[src/rtl/mips_prog_loader_pkg.sv]
// Shared loader definitions: FSM state encoding and word geometry, common to the
// loader and the core's memory-port code.
package mips_prog_loader_pkg;

   typedef enum logic [2:0] {
      ST_IDLE,
      ST_HDR,
      ST_DATA,
      ST_DONE,
      ST_ERR
   } ld_state_e;

   localparam int unsigned BYTES_PER_WORD = 4;
   localparam int unsigned LANE_W         = $clog2(BYTES_PER_WORD);

   // States in which the loader consumes host bytes
   function automatic logic is_stream_state(input ld_state_e s);
      return (s == ST_HDR) || (s == ST_DATA);
   endfunction

endpackage

[src/rtl/mips_prog_loader_if.sv]
// Host byte-stream channel into the program loader (valid/ready handshake).
interface mips_prog_loader_if;

   logic       in_valid;
   logic       in_ready;
   logic [7:0] in_byte;
   logic       in_last;

   modport master (
      output in_valid,
      output in_byte,
      output in_last,
      input  in_ready
   );

   modport slave (
      input  in_valid,
      input  in_byte,
      input  in_last,
      output in_ready
   );

endinterface

[src/rtl/mips_byte_packer.sv]
// Big-endian byte-to-word packer: 2-bit lane counter plus shift register of the
// bytes already received; word_o presents the completed word on the 4th byte.
module mips_byte_packer
   import mips_prog_loader_pkg::*;
(
   input  logic        clk1,
   input  logic        reset,
   input  logic        accept_i,
   input  logic [7:0]  byte_i,
   input  logic        clear_i,
   output logic        word_done_o,
   output logic [31:0] word_o
);

   logic [LANE_W-1:0] lane_q, lane_d;
   logic [23:0]       shreg_q, shreg_d;

   always_comb begin
      lane_d  = lane_q;
      shreg_d = shreg_q;
      if (clear_i) begin
         lane_d  = '0;
         shreg_d = '0;
      end else if (accept_i) begin
         lane_d  = lane_q + 1'b1;
         shreg_d = {shreg_q[15:0], byte_i};
      end
   end

   always_ff @(posedge clk1) begin
      if (reset) begin
         lane_q  <= '0;
         shreg_q <= '0;
      end else begin
         lane_q  <= lane_d;
         shreg_q <= shreg_d;
      end
   end

   // Only the three earlier bytes are stored; the 4th is taken straight from the bus
   assign word_done_o = accept_i && !clear_i && (lane_q == LANE_W'(BYTES_PER_WORD - 1));
   assign word_o      = {shreg_q, byte_i};

endmodule

[src/rtl/mips_prog_loader.sv]
// Program loader for pipe_MIPS32: parses a 4-byte base-address header, writes the
// following big-endian words to memory, and releases the core with an initial PC.
module mips_prog_loader
   import mips_prog_loader_pkg::*;
#(
   parameter int unsigned ADDR_W = 10
) (
   input  logic                clk1,
   input  logic                reset,
   input  logic                start,
   mips_prog_loader_if.slave   in_if,
   output logic                mem_we,
   output logic [ADDR_W-1:0]   mem_addr,
   output logic [31:0]         mem_wdata,
   output logic                cpu_hold,
   output logic [31:0]         pc_init,
   output logic                done,
   output logic                error,
   output logic [ADDR_W:0]     word_cnt
);

   localparam logic [31:0] HDR_HI_MASK = ~((32'd1 << ADDR_W) - 32'd1);

   ld_state_e         state_q, state_d;
   logic [ADDR_W-1:0] base_q, base_d;
   logic [ADDR_W:0]   cnt_q, cnt_d;
   logic              we_q, we_d;
   logic [ADDR_W-1:0] addr_q, addr_d;
   logic [31:0]       wdata_q, wdata_d;
   logic              hold_q, hold_d;
   logic [31:0]       pc_q, pc_d;
   logic              done_q, done_d;
   logic              err_q, err_d;
   logic              rdy_q, rdy_d;

   logic              accept;
   logic              pk_clear;
   logic              pk_done;
   logic [31:0]       pk_word;
   logic [ADDR_W+1:0] wr_addr;
   logic              wr_ovf;
   logic              hdr_bad;

   assign accept  = in_if.in_valid && rdy_q;
   assign wr_addr = {2'b00, base_q} + {1'b0, cnt_q};
   assign wr_ovf  = |wr_addr[ADDR_W+1:ADDR_W];
   assign hdr_bad = |(pk_word & HDR_HI_MASK);

   mips_byte_packer u_packer (
      .clk1        (clk1),
      .reset       (reset),
      .accept_i    (accept),
      .byte_i      (in_if.in_byte),
      .clear_i     (pk_clear),
      .word_done_o (pk_done),
      .word_o      (pk_word)
   );

   always_comb begin
      state_d  = state_q;
      base_d   = base_q;
      cnt_d    = cnt_q;
      we_d     = 1'b0;
      addr_d   = addr_q;
      wdata_d  = wdata_q;
      hold_d   = hold_q;
      pc_d     = pc_q;
      done_d   = done_q;
      err_d    = err_q;
      pk_clear = 1'b0;

      unique case (state_q)
         ST_IDLE, ST_DONE, ST_ERR: begin
            if (start) begin
               state_d  = ST_HDR;
               cnt_d    = '0;
               done_d   = 1'b0;
               err_d    = 1'b0;
               hold_d   = 1'b1;
               pk_clear = 1'b1;
            end else if (state_q == ST_DONE) begin
               // done/release lag entry by one cycle so the final write lands first
               done_d = 1'b1;
               hold_d = 1'b0;
               pc_d   = 32'(base_q);
            end
         end
         ST_HDR: begin
            if (accept) begin
               if (in_if.in_last) begin
                  state_d = ST_ERR;
                  err_d   = 1'b1;
               end else if (pk_done) begin
                  if (hdr_bad) begin
                     state_d = ST_ERR;
                     err_d   = 1'b1;
                  end else begin
                     state_d = ST_DATA;
                     base_d  = pk_word[ADDR_W-1:0];
                  end
               end
            end
         end
         ST_DATA: begin
            if (accept) begin
               if (pk_done) begin
                  if (wr_ovf) begin
                     state_d = ST_ERR;
                     err_d   = 1'b1;
                  end else begin
                     we_d    = 1'b1;
                     addr_d  = wr_addr[ADDR_W-1:0];
                     wdata_d = pk_word;
                     cnt_d   = cnt_q + 1'b1;
                     if (in_if.in_last) state_d = ST_DONE;
                  end
               end else if (in_if.in_last) begin
                  state_d = ST_ERR;
                  err_d   = 1'b1;
               end
            end
         end
         default: state_d = ST_IDLE;
      endcase

      rdy_d = is_stream_state(state_d);
   end

   always_ff @(posedge clk1) begin
      if (reset) begin
         state_q <= ST_IDLE;
         base_q  <= '0;
         cnt_q   <= '0;
         we_q    <= 1'b0;
         addr_q  <= '0;
         wdata_q <= '0;
         hold_q  <= 1'b1;
         pc_q    <= '0;
         done_q  <= 1'b0;
         err_q   <= 1'b0;
         rdy_q   <= 1'b0;
      end else begin
         state_q <= state_d;
         base_q  <= base_d;
         cnt_q   <= cnt_d;
         we_q    <= we_d;
         addr_q  <= addr_d;
         wdata_q <= wdata_d;
         hold_q  <= hold_d;
         pc_q    <= pc_d;
         done_q  <= done_d;
         err_q   <= err_d;
         rdy_q   <= rdy_d;
      end
   end

   assign in_if.in_ready = rdy_q;
   assign mem_we         = we_q;
   assign mem_addr       = addr_q;
   assign mem_wdata      = wdata_q;
   assign cpu_hold       = hold_q;
   assign pc_init        = pc_q;
   assign done           = done_q;
   assign error          = err_q;
   assign word_cnt       = cnt_q;

endmodule

[src/flat_wrapper.sv]
// flat-port wrapper written by rule: the top's interface ports become plain ports
module mips_prog_loader_flat import mips_prog_loader_pkg::*;
#(
   parameter int unsigned ADDR_W = 10
)
  (clk1, reset, start, mem_we, mem_addr, mem_wdata, cpu_hold, pc_init, done, error, word_cnt, in_if_in_valid, in_if_in_byte, in_if_in_last, in_if_in_ready);
  mips_prog_loader_if in_if_i ();
  input  logic clk1;
  input  logic reset;
  input  logic start;
  output logic mem_we;
  output logic [ADDR_W-1:0] mem_addr;
  output logic [31:0] mem_wdata;
  output logic cpu_hold;
  output logic [31:0] pc_init;
  output logic done;
  output logic error;
  output logic [ADDR_W:0] word_cnt;
  input wire logic [$bits(in_if_i.in_valid)-1:0] in_if_in_valid;
  input wire logic [$bits(in_if_i.in_byte)-1:0] in_if_in_byte;
  input wire logic [$bits(in_if_i.in_last)-1:0] in_if_in_last;
  output wire logic [$bits(in_if_i.in_ready)-1:0] in_if_in_ready;
  assign in_if_i.in_valid = in_if_in_valid;
  assign in_if_i.in_byte = in_if_in_byte;
  assign in_if_i.in_last = in_if_in_last;
  assign in_if_in_ready = in_if_i.in_ready;
  mips_prog_loader #(.ADDR_W(ADDR_W)) u_core (.clk1(clk1), .reset(reset), .start(start), .in_if(in_if_i), .mem_we(mem_we), .mem_addr(mem_addr), .mem_wdata(mem_wdata), .cpu_hold(cpu_hold), .pc_init(pc_init), .done(done), .error(error), .word_cnt(word_cnt));
endmodule
[config.mk]
export PLATFORM = sky130hd
export DESIGN_NAME = mips_prog_loader_flat
export DESIGN_NICKNAME = d
export VERILOG_FILES = /design/src/rtl/mips_prog_loader_pkg.sv /design/src/rtl/mips_prog_loader_if.sv /design/src/rtl/mips_byte_packer.sv /design/src/rtl/mips_prog_loader.sv /design/src/flat_wrapper.sv
export SDC_FILE = /design/constraint.sdc
export NUM_CORES = 1
export LEC_CHECK = 0
export CORE_UTILIZATION = 55
export DETAILED_ROUTE_END_ITERATION = 10
export GPL_ROUTABILITY_DRIVEN = 0
export GPL_TIMING_DRIVEN = 1
export PLACE_DENSITY = 0.85
export SYNTH_ARGS = -nofsm -noshare
export SYNTH_HDL_FRONTEND = slang
export SYNTH_HIERARCHICAL = 1
export SYNTH_SLANG_ARGS = --single-unit
[constraint.sdc]
create_clock -name clk1 -period 5.4 [get_ports clk1]
set_clock_uncertainty 0.1 [all_clocks]
set_input_delay 1.08 -clock clk1 [delete_from_list [all_inputs] [get_ports clk1]]
set_output_delay 1.08 -clock clk1 [all_outputs]
set_load 0.02 [all_outputs]
# Word-level counts from Yosys, hierarchy flattened
# Cells that the tools add are included.
[word_totals] output_inout_bits=90 wordCells=92 input_bits=13 reg_bits=107
[classes] eq_ne=16 n_reduce_logical=20 bitwise=7 add_sub_neg=3 muxes=33
[op_table] op="$mux W11" n=4
[op_table] op="$mux W3" n=10
[op_table] op="$pmux W11 S2" n=1
[op_table] op="$reduce_or A22 Y1" n=1
[op_table] op="$mux W1" n=16
[op_table] op="$add A10 B11 Y12" n=1
[op_table] op="$add A11 B1 Y11 const B" n=1
[op_table] op="$reduce_and A5 Y1" n=2
[op_table] op="$eq A3 B2 Y1 const B" n=3
[op_table] op="$ne A3 B2 Y1 const B" n=3
[op_table] op="$pmux W3 S3" n=1
[op_table] op="$ne A2 B2 Y1 const B" n=4
[op_table] op="$reduce_and A8 Y1" n=1
[op_table] op="$not A1 Y1" n=7
[op_table] op="$eq A3 B1 Y1 const B" n=2
[op_table] op="$reduce_and A4 Y1" n=1
[op_table] op="$reduce_bool A2 Y1" n=2
[op_table] op="$reduce_or A2 Y1" n=2
[op_table] op="$reduce_or A4 Y1" n=1
[op_table] op="$eq A3 B3 Y1 const B" n=1
[op_table] op="$logic_and A1 B1 Y1" n=3
[op_table] op="$logic_not A3 Y1" n=1
[op_table] op="$ne A3 B3 Y1 const B" n=1
[op_table] op="$pmux W1 S3" n=1
[op_table] op="other kinds (9)" n=9

# Longest topological paths before layout
[logic_depth] word_depth=12 ltp_mapped=13 mapped_depth_nobuf=12

# Hierarchy
# Netlist, hierarchy kept.
[modules_own_cells] mod="mips_prog_loader" seq_area_each_um2=1621.6 cells_per_inst=435 area_each_um2=3911.3 instances=1
[modules_own_cells] mod="mips_byte_packer" seq_area_each_um2=520.5 cells_per_inst=95 area_each_um2=1043.5 instances=1

# Worst setup path after synthesis
# Ideal clock, no wire load.
[synth_path] path_kind="input to register" from="in in_if_in_valid" to="reg u_core.cnt_q[8], in the netlist u_core/word_cnt[8]" setup_time_ps=71 required_ps=5229 arrival_ps=2873 n_path_buf=2 stages=11 slack_ps=2357 cell_sequence="nand2_1 > inv_1 > buf_6 > buf_6 > and3b_2 > inv_1 > nor2_1 > and3_4 > nand3_4 > or4_1 > a21oi_1"
[synth_via] elab_chain_len=5 word_cells_on_any_way=6 classes_between="eq/ne (2); reduce/logical (4)"
[synth_lines] element="from (decl)" line_no="flat_wrapper.sv:19" source="input wire logic [$bits(in_if_i.in_valid)-1:0] in_if_in_valid;"
[synth_lines] element="$logic_and A1 B1 Y1" line_no="mips_prog_loader.sv:44" source="assign accept = in_if.in_valid && rdy_q;"
[synth_lines] element="net u_core.accept" line_no="mips_prog_loader.sv:36" source="logic accept;"
[synth_lines] element="$logic_and A1 B1 Y1 (2 in series)" line_no="mips_byte_packer.sv:41" source="assign word_done_o = accept_i && !clear_i && (lane_q == LANE_W'(BYTES_PER_WORD - 1));"
[synth_lines] element="net u_core.pk_done" line_no="mips_prog_loader.sv:38" source="logic pk_done;"
[synth_lines] element="$ne A2 B1 Y1 (no source line)"
[synth_lines] element="$reduce_and A5 Y1 (no source line)"
[synth_lines] element="to (signal assigned)" line_no="mips_prog_loader.sv:145" source="cnt_q <= cnt_d;"
[synth_lines] element="to (decl)" line_no="mips_prog_loader.sv:26" source="logic [ADDR_W:0] cnt_q, cnt_d;"
# The timed path passes the listed nets, and every way through them passes these cells.
# A chain may end at the register's enable or synchronous reset.

# Final worst setup path
[layout_path] from="in in_if_in_valid" to="reg u_core.rdy_q, in the netlist u_core/in_if.in_ready"
[layout_via] elab_chain_len=9 word_cells_on_any_way=12 classes_between="eq/ne (2); mux (6); reduce/logical (4)"
[layout_lines] element="$logic_and A1 B1 Y1 (*)" line_no="mips_prog_loader.sv:44"
[layout_lines] element="net u_core.accept" line_no="mips_prog_loader.sv:36"
[layout_lines] element="$logic_and A1 B1 Y1 (*) (2 in series)" line_no="mips_byte_packer.sv:41"
[layout_lines] element="net u_core.pk_done" line_no="mips_prog_loader.sv:38"
[layout_lines] element="$mux W3" line_no="mips_prog_loader.sv:93" source="end else if (pk_done) begin"
[layout_lines] element="$mux W3" line_no="mips_prog_loader.sv:90" source="if (in_if.in_last) begin"
[layout_lines] element="$mux W3" line_no="mips_prog_loader.sv:89" source="if (accept) begin"
[layout_lines] element="$pmux W3 S3 (*)" line_no="mips_prog_loader.sv:72" source="unique case (state_q)"
[layout_lines] element="$eq A3 B1 Y1 or $eq A3 B2 Y1 (tied branches)" line_no="mips_prog_loader_pkg.sv:18" source="return (s == ST_HDR) || (s == ST_DATA);"
[layout_lines] element="$logic_or A1 B1 Y1 (*)" line_no="mips_prog_loader_pkg.sv:18"
[layout_lines] element="to (signal assigned)" line_no="mips_prog_loader.sv:153" source="rdy_q <= rdy_d;"
[layout_lines] element="to (decl)" line_no="mips_prog_loader.sv:34" source="logic rdy_q, rdy_d;"
# The timed path passes the listed nets; every way through them passes the cells marked *.

==> flow_metrics.tcl <==
set metrics [dict create \
    status "finished, final reports clean" \
    num_antenna_cells 0 \
    critPathArrivalTime_ps 3980 \
    htreeDepth 3 \
    path_cells "clkdlybuf4s50_1, nand2_1, inv_1, buf_4, and3b_2, inv_1, nor3_1, nand2_1, o311ai_0, nor3_1, o211a_1" \
    cts_made_buffers 9 \
    drv_slew 0 \
    grtUsageTotal 0.242 \
    synth_flop_cell "dfxtp_1" \
    antenna_left 0 \
    cts_buffer_depth 2 \
    crit_required_ps 5570 \
    die_h_um 96.9 \
    startpoint_type "input port" \
    layout_min_cycle_time_ps 3810 \
    tightest_slew_ps 936 \
    wl_um 11100 \
    ios 103 \
    yosysWarnings 6 \
    clockRootBuffer "clkbuf_8" \
    first_global_vias 3877 \
    leakagePower_nw 2.29 \
    hpwl_um 8080 \
    slew_headroom 0.374 \
    clkTransAtPathRegs_ps 110 \
    slowest_delay_ps 510 \
    syn2layout_area_growth_pct 17.4 \
    hold_ws_ps 353 \
    cp-endpoint "u_core/in_if.in_ready" \
    hp-class "flop to flop" \
    num_vias 3958 \
    cts_tree "done" \
    setup_viol 0 \
    grt_overflow_total 0 \
    cts.sinks 107 \
    synth_area_leader_cell "dfxtp_1" \
    power.density_cell_area_nw_per_um2 242 \
    ys_seq_area_frac 0.432 \
    clk_latency_ps 370 \
    critPathLaunch "in_if_in_valid" \
    synth_top_area_share 0.432 \
    synth_cells 530 \
    die_w_um 96.9 \
    rsz0062_at_grt "false" \
    hold_buffers 0 \
    io_buffers 80 \
    antenna_found_initial 0 \
    cts_resized 0 \
    routed_via_density 5.61 \
    drc 0 \
    first_pass_iters 5 \
    drive_gt1_frac 0.0603 \
    stdcell_count 705 \
    cp_max_fo 27 \
    grt_pass1_wl_um 18500 \
    worst-setup-path-type "input port to flop" \
    syn_avg_cell_area_um2 9.35 \
    synth-seq-cells 107 \
    nets 618 \
    synth-edff-count 0 \
    ff2ff_path_depth 11 \
    fin_util 0.667 \
    fmax_mhz 262 \
    yosysUniqueCellTypes 60 \
    finalCritPeriodShare 0.706 \
    wl_per_cell_um 15.7 \
    dp_cells 689 \
    rrSetupSlack_ps 2200 \
    core_area_um2 8720 \
    slowest_stage "clkdlybuf4s50_1" \
    regToRegStartpoint "u_core/state_q[0]" \
    drv_cap 0 \
    initial_utilization 0.568 \
    drtIter0Drc 157 \
    syn_area_um2 4950 \
    fp-row-count 34 \
    synthArstFlopShare 0 \
    grt_max_degree 35 \
    synth_area_leaders "dfxtp_1 (43%), mux2i_1 (15%), nor2_1 (8.1%), buf_4 (5.0%), ha_1 (3.0%)" \
    r2r-end "u_core/in_if.in_ready" \
    timing.final.hold_violations 0 \
    dieArea_um2 9390 \
    worstSetupEndpointType "flop" \
    netlist_top_cells_count "dfxtp_1 (107), nor2_1 (107), mux2i_1 (76), buf_4 (33), nand2_1 (32)" \
    peakVddDrop_mv 0.213 \
    setup_tns_ps 0 \
    power_w 0.00141 \
    cts_setup_buffers 0 \
]
## per-layer routing
metal | vias up | track usage | wire [um]
li1 | 1907 | - | -
met1 | 1875 | 0.313 | 4860
met2 | 158 | 0.397 | 5320
met3 | 18 | 0.0556 | 725
met4 | 0 | 0.0850 | 152
met5 | - | 0 | 0
## power breakdown
group          switching [W]  leakage [nW]  internal (W)  total (W)
Clock               0.000295         0.109      0.000227   0.000522
Combinational      0.0000561          1.32     0.0000285  0.0000845
Sequential        0.00000681         0.863      0.000794   0.000801
## final cells by class
class | instances | area [um2]
clock buffers | 9 | 124
fillers | 667 | 2900
inverters | 9 | 33.8
multi-input cells | 381 | 2460
well taps | 108 | 135
clock inverters | 7 | 92.6
repair buffers | 84 | 826
flip-flops and latches | 107 | 2140
## flip-flops by register name, summed over array words and instances, names as in the netlist, 2 cells and up
signal	flops
u_core/base_q	10
u_core/mem_addr	10
u_core/mem_wdata	32
u_core/pc_init	10
u_core/state_q	3
u_core/u_packer/lane_q	2
u_core/u_packer/shreg_q	24
u_core/word_cnt	11
## how the worst min path moves through the flow
stage                     cells after the start        startpoint  slack (ps)           endpoint
after detailed placement                      2      u_core/error         350       u_core/error
after floorplan                               2  u_core/base_q[0]         350  u_core/pc_init[0]
after global routing                          2      u_core/error         390       u_core/error
final                                         2      u_core/error         350       u_core/error
after CTS                                     2      u_core/error         360       u_core/error
after global placement                        2      u_core/error         340       u_core/error
## worst max-delay path, delay by kind of cell
| family | cells | cell delay, ps |
|---|---|---|
| buffers and inverters | 4 | 1040 |
| AOI/OAI and AO/OA | 2 | 610 |
| and+or+nand+nor | 5 | 1240 |
## cells by family (layout without fill, tap and decap cells)
kind of cell	after synthesis	after routing	synth area share
compound gates	70	70	0.0997
buf+inv	63	109	0.0864
simple gates	189	189	0.173
mux	76	76	0.154
fa+ha+maj	13	13	0.0343
flops	107	107	0.432
other cells	1	22	0.000757
xor+xnor	11	11	0.0194
## layout by cell type, fill, tap and decap left out, drive strengths merged, types with 5 or more instances in the layout
master / netlist / routed
a211oi: 6 / 6
a21o: 7 / 7
a21oi: 24 / 24
buf: 41 / 5
clkbuf: 13 / 9
clkdlybuf4s50: 0 / 79
conb: 1 / 22
dfxtp: 107 / 107
ha: 12 / 12
inv: 9 / 12
mux2i: 76 / 76
nand2: 32 / 32
nand3: 10 / 10
nand4: 7 / 7
nor2: 108 / 108
nor3: 6 / 6
nor4: 7 / 7
o21ai: 8 / 8
xnor2: 9 / 9
## stage by stage
step / instance area [um2] / setup WS (ps)
after detailed placement: 5600 / 1330
final: 5820 / 1590
after global placement: 5600 / 1440
after global routing: 5820 / 1410
after floorplan: 5030 / 2360
after CTS: 5820 / 1690
Note: power is estimated with default switching activity, not from simulation.
